### src/rtl/uart_rx_byte.sv
// 8N1 UART receiver: two-flop line synchroniser, mid-bit sampling FSM and a
// held output byte with valid/frame-error strobes and a wrapping good-byte count.
module uart_rx_byte #(
   parameter int CLKS_PER_BIT = 868,
   parameter int CNT_W        = 16
) (
   input  logic             clk,
   input  logic             reset,
   input  logic             rx,
   output logic [7:0]       rx_data,
   output logic             rx_valid,
   output logic             frame_err,
   output logic             busy,
   output logic [CNT_W-1:0] rx_count
);

   localparam int          HALF        = CLKS_PER_BIT / 2;
   localparam logic [15:0] BT_HALF_END = 16'(HALF - 1);
   localparam logic [15:0] BT_BIT_END  = 16'(CLKS_PER_BIT - 1);

   typedef enum logic [2:0] {
      IDLE,
      START,
      DATA,
      STOP,
      BREAK
   } state_t;

   state_t           state, state_n;
   logic             rx_meta, rxs;
   logic [15:0]      bt, bt_n;
   logic [2:0]       bit_idx, bit_idx_n;
   logic [7:0]       shift, shift_n;
   logic [7:0]       data_n;
   logic             valid_n, ferr_n;
   logic [CNT_W-1:0] count_n;

   // The synchroniser resets to idle-high so a quiet line is not mistaken for a start bit.
   always_ff @(posedge clk or negedge reset) begin
      if (!reset) begin
         rx_meta <= 1'b1;
         rxs     <= 1'b1;
      end else begin
         rx_meta <= rx;
         rxs     <= rx_meta;
      end
   end

   always_ff @(posedge clk or negedge reset) begin
      if (!reset) begin
         state     <= IDLE;
         bt        <= '0;
         bit_idx   <= '0;
         shift     <= '0;
         rx_data   <= '0;
         rx_valid  <= 1'b0;
         frame_err <= 1'b0;
         rx_count  <= '0;
      end else begin
         state     <= state_n;
         bt        <= bt_n;
         bit_idx   <= bit_idx_n;
         shift     <= shift_n;
         rx_data   <= data_n;
         rx_valid  <= valid_n;
         frame_err <= ferr_n;
         rx_count  <= count_n;
      end
   end

   // START waits half a bit, so every later sample falls one full bit later at a bit centre.
   always_comb begin
      state_n   = state;
      bt_n      = bt + 16'd1;
      bit_idx_n = bit_idx;
      shift_n   = shift;
      data_n    = rx_data;
      valid_n   = 1'b0;
      ferr_n    = 1'b0;
      count_n   = rx_count;
      case (state)
         IDLE: begin
            bt_n = '0;
            if (!rxs) begin
               state_n = START;
            end
         end
         START: begin
            if (bt == BT_HALF_END) begin
               bt_n = '0;
               if (rxs) begin
                  state_n = IDLE;
               end else begin
                  state_n   = DATA;
                  bit_idx_n = '0;
               end
            end
         end
         DATA: begin
            if (bt == BT_BIT_END) begin
               bt_n      = '0;
               shift_n   = {rxs, shift[7:1]};
               bit_idx_n = bit_idx + 3'd1;
               if (bit_idx == 3'd7) begin
                  state_n = STOP;
               end
            end
         end
         STOP: begin
            if (bt == BT_BIT_END) begin
               bt_n = '0;
               if (rxs) begin
                  data_n  = shift;
                  valid_n = 1'b1;
                  count_n = rx_count + CNT_W'(1);
                  state_n = IDLE;
               end else begin
                  ferr_n  = 1'b1;
                  state_n = BREAK;
               end
            end
         end
         BREAK: begin
            bt_n = '0;
            if (rxs) begin
               state_n = IDLE;
            end
         end
         default: begin
            bt_n    = '0;
            state_n = IDLE;
         end
      endcase
   end

   assign busy = (state != IDLE);

endmodule

### config.mk
export PLATFORM = sky130hd
export DESIGN_NAME = uart_rx_byte
export DESIGN_NICKNAME = d
export VERILOG_FILES = /design/src/rtl/uart_rx_byte.sv
export SDC_FILE = /design/constraint.sdc
export NUM_CORES = 1
export LEC_CHECK = 0
export CAP_MARGIN = 20
export CORE_UTILIZATION = 56
export CTS_BUF_LIST = sky130_fd_sc_hd__clkbuf_16
export DETAILED_ROUTE_END_ITERATION = 6
export PLACE_DENSITY = 0.78
export SETUP_SLACK_MARGIN = 0.15
export SLEW_MARGIN = 15
export SYNTH_ARGS = -nofsm -noshare
export SYNTH_HDL_FRONTEND = slang
export SYNTH_SLANG_ARGS = --single-unit
### constraint.sdc
create_clock -name clk -period 2 [get_ports clk]
set_input_delay 0.4 -clock clk [delete_from_list [all_inputs] [get_ports clk]]
set_output_delay 0.4 -clock clk [all_outputs]
set_load 0.005 [all_outputs]
==> reports/results.ini, run 1 <==
[timing]
hold_ws_ps=62.13
finalClockSkew_ps=6.746
finalMaxSlewViolations=0
fmax_mhz=558.6
min_period_over_period_pct=89.50
rsz0062_at_grt=yes
finalSetupViolations=0
fin_crit_ps=1790
worstMarginPinSlew_ps=440.6
hold_viol=0
finalSetupTns_ps=0
slew-limit-headroom_pct=70.40

[cts]
cts-root-buf=clkbuf_16
clockBufferDepth=2
cts_tree=done
htreeDepth=3
clock_latency_ps=320
path_clk_slew_ps=50
holdBufCountCts=0
cts_sinks=58
numCtsBuffers=9

[grt]
grt_max_degree=59
grt_usage_pct=23.50
grt_pass1_wl_um=9080
grt_pass1_vias=1938
antenna_found_initial=0
gr-total-overflow=0

[detailed_routing]
vias_per_cell=5.489
drtAntennaViolNets=0
wl_um=5366
first_iter_violations=91
num_vias=1943
wl_per_cell_um=15.16
drcViolationCount=0
firstDrtPassIters=4

[setup_path]
crit_path_top_delay_cell=dfrtp_2
cp_max_fo=2
critical_path_required_ps=1600
slowest_delay_ps=400
arrival_ps=1390
end_kind=output pin
cp-start-kind=flip-flop
path_class=reg2out
critPathBufInv=1
crit_chain=or3_1 > dlygate4sd2_1
crit_family=flip-flops

[floorplanning]
die_h_um=71.94
die-area_um2=5175
dieWidth_um=71.94
core_um2=4723
ios=30
row_count=25
initial_utilization_pct=57.99

[job]
cap_violations=0

[place]
dpl.cell_count=335
hpwl_um=3344
placed_area_um2=3139
place_congestion=0.8009
port_buffers=29

[logic_synthesis]
yosys_warnings=0
synth_edf_count=0
yosysSeqAreaShare_pct=53.08
synth_xor_area_share_pct=8.954
synthMuxAreaShare_pct=7.538
synth.top_cell.area_share_pct=51.16
ys_ff_latch=58
synth_top_family_by_area=simple AND/OR/NAND/NOR gates
synth_fa_ha_area_share_pct=2.284
yosysUniqueCellTypes=37
synthMostInstantiatedCell=dfrtp_1
synth_top_area_cell=dfrtp_1
syn_avg_cell_area_um2=11.61
synth_common_cells=56 x dfrtp_1, 23 x nor2_1, 21 x xnor2_1
synth_compound_area_share_pct=3.335
synth-simple-area-share_pct=21.38
yosys-top-cells-area=dfrtp_1 51%, mux2_2 7.0%, xnor2_1 6.7%, nand3_1 3.7%, nor2_1 3.2%
syn-instance-count=236
synth_flop_cell=dfrtp_1
synth_nets=244
async_flop_share_pct=100.0
syn_area_um2=2739

[final_layout]
final_cell_area_um2=3503
num_antenna_cells=0
drive_gt1_share_pct=24.39
instances_no_fill=354
syn_to_final_growth_pct=27.91
final_nets=290

[pwr]
powerDensity_nw_per_um2=769.5
vdd_drop_max_mv=0.6679
leakagePower_uw=0.001558

[worst_hold_path]
hold_path.class=in2async

[status]
status=finished clean

[worst register-to-register path, delay by kind of cell, from the launching register on]
kind	cells	cell delay (ps)
mux	1	350
flops	1	440
simple gates	3	700
buf+inv	1	180
[registers in the layout (all words and copies together) (netlist names)]
signal	flops
rx_valid	1
rx_count	16
frame_err	1
rxs	1
shift	8
bt	16
state	3
rx_meta	1
rx_data	8
bit_idx	3
[placed cells by master, fill, tap and decap left out, types with 10 or more instances in the layout]
cell type / netlist / routed
nor2_1: 23 / 22
clkdlybuf4s50_1: 0 / 27
nor3_1: 11 / 11
dfrtp_1: 56 / 53
nand2_1: 10 / 10
xnor2_1: 21 / 21
nand4_1: 10 / 10
buf_4: 2 / 11
nand3_1: 20 / 20
mux2_2: 17 / 17
[layer usage]
metal	share of wire, %	routed length, µm	global-route usage [%]
met1	44	2383	30.51
met2	50	2672	37.11
met3	4.3	233	6.806
met4	1.4	77	10.02
met5	0	0	0
[per-stage QoR]
step,util [%],setup WS (ps),power (µW)
after floorplan,-,257.3,1203
final,74.17,210.0,2696
after detailed placement,66.46,170.4,1235
after global placement,66.46,176.1,1235
after global routing,74.17,119.4,2789
after CTS,73.25,154.6,2729
[timing repair]
action / 4_1_cts / 5_1_grt
resized for setup: 4 / 9
setup buffers: 3 / 0
endpoints found under the setup margin: 1 / 42
[final timing paths]
check                          from           end  slack (ps)  cells after the start
max in group asynchronous     reset       rx_meta        1620                      2
setup reg to reg             bt[12]    rx_data[0]         210                      5
hold reg to reg             rx_meta           rxs         350                      0
min in group clk            rx_meta           rxs         350                      0
setup / recovery           state[2]          busy         210                      2
hold / removal                reset  rx_count[15]          60                      2
[where the power goes]
group          switching, µW  total (µW)  internal [µW]
sequential              3.40        1180           1180
clock                    524        1480            959
combinational           23.5        31.1           7.57
total                    551        2700           2150
[layout make-up]
class	count	area, µm²
sequential	58	1458
multi-input combinational	162	1227
fill	313	1220
timing repair buffer	43	409.1
clock buffer	9	225.2
tap	67	83.83
clock inverter	7	70.07
inverter	8	30.03
[cell families after synthesis]
family          after synthesis
xor+xnor                     28
mux                          18
buf+inv                      16
simple gates                 99
compound gates               12
fa+ha+maj                     5
flops                        58
Power figures use the tool's default switching activity.
==> inputs of run 2 (changes only) <==
--- a/config.mk
+++ b/config.mk
@@ -15,3 +15,4 @@
 export SYNTH_ARGS = -nofsm -noshare
 export SYNTH_HDL_FRONTEND = slang
 export SYNTH_SLANG_ARGS = --single-unit
+export TNS_END_PERCENT = 10
==> reports/results.ini, run 2 (synthesis gave the netlist of run 1 again) <==
[grt]
gr-total-overflow=0
grt_pass1_wl_um=9080
grt_max_degree=59
antenna_found_initial=0
grt_pass1_vias=1938
grt_usage_pct=23.50

[job]
cap_violations=0

[timing]
min_period_over_period_pct=90.31
slew-limit-headroom_pct=67.98
finalMaxSlewViolations=0
finalSetupTns_ps=0
fmax_mhz=553.6
rsz0062_at_grt=yes
finalClockSkew_ps=6.478
hold_viol=0
worstMarginPinSlew_ps=475.9
finalSetupViolations=0
fin_crit_ps=1806

[pwr]
swShare_pct=20.41
vdd_drop_max_mv=0.6679
leakagePower_uw=0.001556
clkPwrFrac_pct=55.0
internal_power_uw=2145
p_sw_uw=550.1
powerDensity_nw_per_um2=772.3
pwr-share-comb_pct=1.2
p_seq_share_pct=43.9

[final_layout]
instances_no_fill=354
drive_gt1_share_pct=23.34
num_antenna_cells=0
syn_to_final_growth_pct=27.41
fillerInstances=319
final_nets=290
reg_top3=bt x16, rx_count x16
final_common_cell=dfrtp_1
final_cell_mix=53 x dfrtp_1, 27 x clkdlybuf4s50_1, 23 x nor2_1, 21 x xnor2_1, 20 x nand3_1

[detailed_routing]
first_iter_violations=98
vias_per_cell=5.520
num_vias=1954
drcViolationCount=0
firstDrtPassIters=5
wl_um=5340
wl_per_cell_um=15.08
drtAntennaViolNets=0

[place]
port_buffers=29
dpl.cell_count=335
place_congestion=0.8009
hpwl_um=3344

[floorplanning]
core_um2=4723
die-area_um2=5175
dieWidth_um=71.94
row_count=25
die_h_um=71.94
initial_utilization_pct=57.99
ios=30

[setup_path]
crit_chain=nor4_4 > nand4_1 > nor2_1 > buf_6 > mux2_2
arrival_ps=2010
cp_max_fo=11
cp-start-kind=flip-flop
critical_path_required_ps=2200
reg2regPathDepth=5
end_kind=flip-flop
path_class=reg2reg
crit_path_top_delay_cell=dfrtp_1
slowest_delay_ps=440

[cts]
clockBufferDepth=2
cts_sinks=58
path_clk_slew_ps=50
cts-root-buf=clkbuf_16
htreeDepth=3
cts_tree=done
clock_latency_ps=320
numCtsBuffers=9

[status]
status=finished clean

[worst_hold_path]
hold_path.class=in2async

==> run 2: cell counts in the layout (fill, tap and decap cells not counted) <==
Identical to the previous run, type by type.
==> run 2: path summary, 6_finish.rpt <==
path                                end  slack (ps)    start
max                          rx_data[0]         190   bt[12]
min                        rx_count[15]          60    reset
min reg2reg                         rxs         350  rx_meta
max in group asynchronous       rx_meta        1620    reset
max reg2reg                  rx_data[0]         190   bt[12]
min in group clk                    rxs         350  rx_meta
==> run 2: worst max-delay path, delay by kind of cell (launching register included) <==
kind          cells  cell delay (ps)
simple gates      3              710
mux               1              350
buf+inv           1              190
flops             1              440
==> run 2: through the flow <==
| step | instance area [µm²] | power (µW) | utilization [%] | setup slack [ps] | hold slack (ps) |
|---|---|---|---|---|---|
| 2_1_floorplan | 2739 | 1203 | - | 257.3 | 104.4 |
| 3_3_place_gp | 3139 | 1235 | 66.46 | 176.1 | 347.6 |
| 3_5_place_dp | 3139 | 1235 | 66.46 | 170.4 | 348.7 |
| 4_1_cts | 3460 | 2729 | 73.25 | 154.6 | 81.14 |
| 5_1_grt | 3490 | 2789 | 73.88 | 31.39 | 105.7 |
| 6_report | 3490 | 2695 | 73.88 | 193.7 | 62.60 |
==> run 2: per-layer routing <==
layer | up-vias | GRT usage, % | wire length (µm)
li1 | 934 | - | -
met1 | 973 | 30.51 | 2427
met2 | 40 | 37.11 | 2647
met3 | 7 | 6.806 | 181
met4 | 0 | 10.02 | 82
met5 | - | 0 | 0
==> run 2: final cells by class <==
class	count	area, µm²	share of cell area [%]
flip-flops and latches	58	1458	41.77
multi-input cells	162	1217	34.89
repair buffers	43	405.4	11.62
clock buffers	9	225.2	6.454
well taps	67	83.83	2.402
clock inverters	7	70.07	2.008
inverters	8	30.03	0.8605
==> run 2: timing repair <==
item	in CTS	in global routing
buffers inserted	3	0
hold buffers	0	0
gates resized for setup	4	5
gates cloned	0	0
setup endpoints to repair	1	42
==> run 2: power groups by stage <==
stage | clock (µW) | combinational [µW] | sequential [µW]
finish | 1480 | 31.1 | 1180
global route | 1570 | 37.3 | 1180
CTS | 1510 | 32.8 | 1180
detailed placement | 0 | 32.9 | 1200
global placement | 0 | 33.0 | 1200
floorplan | 0 | 1.85 | 1200
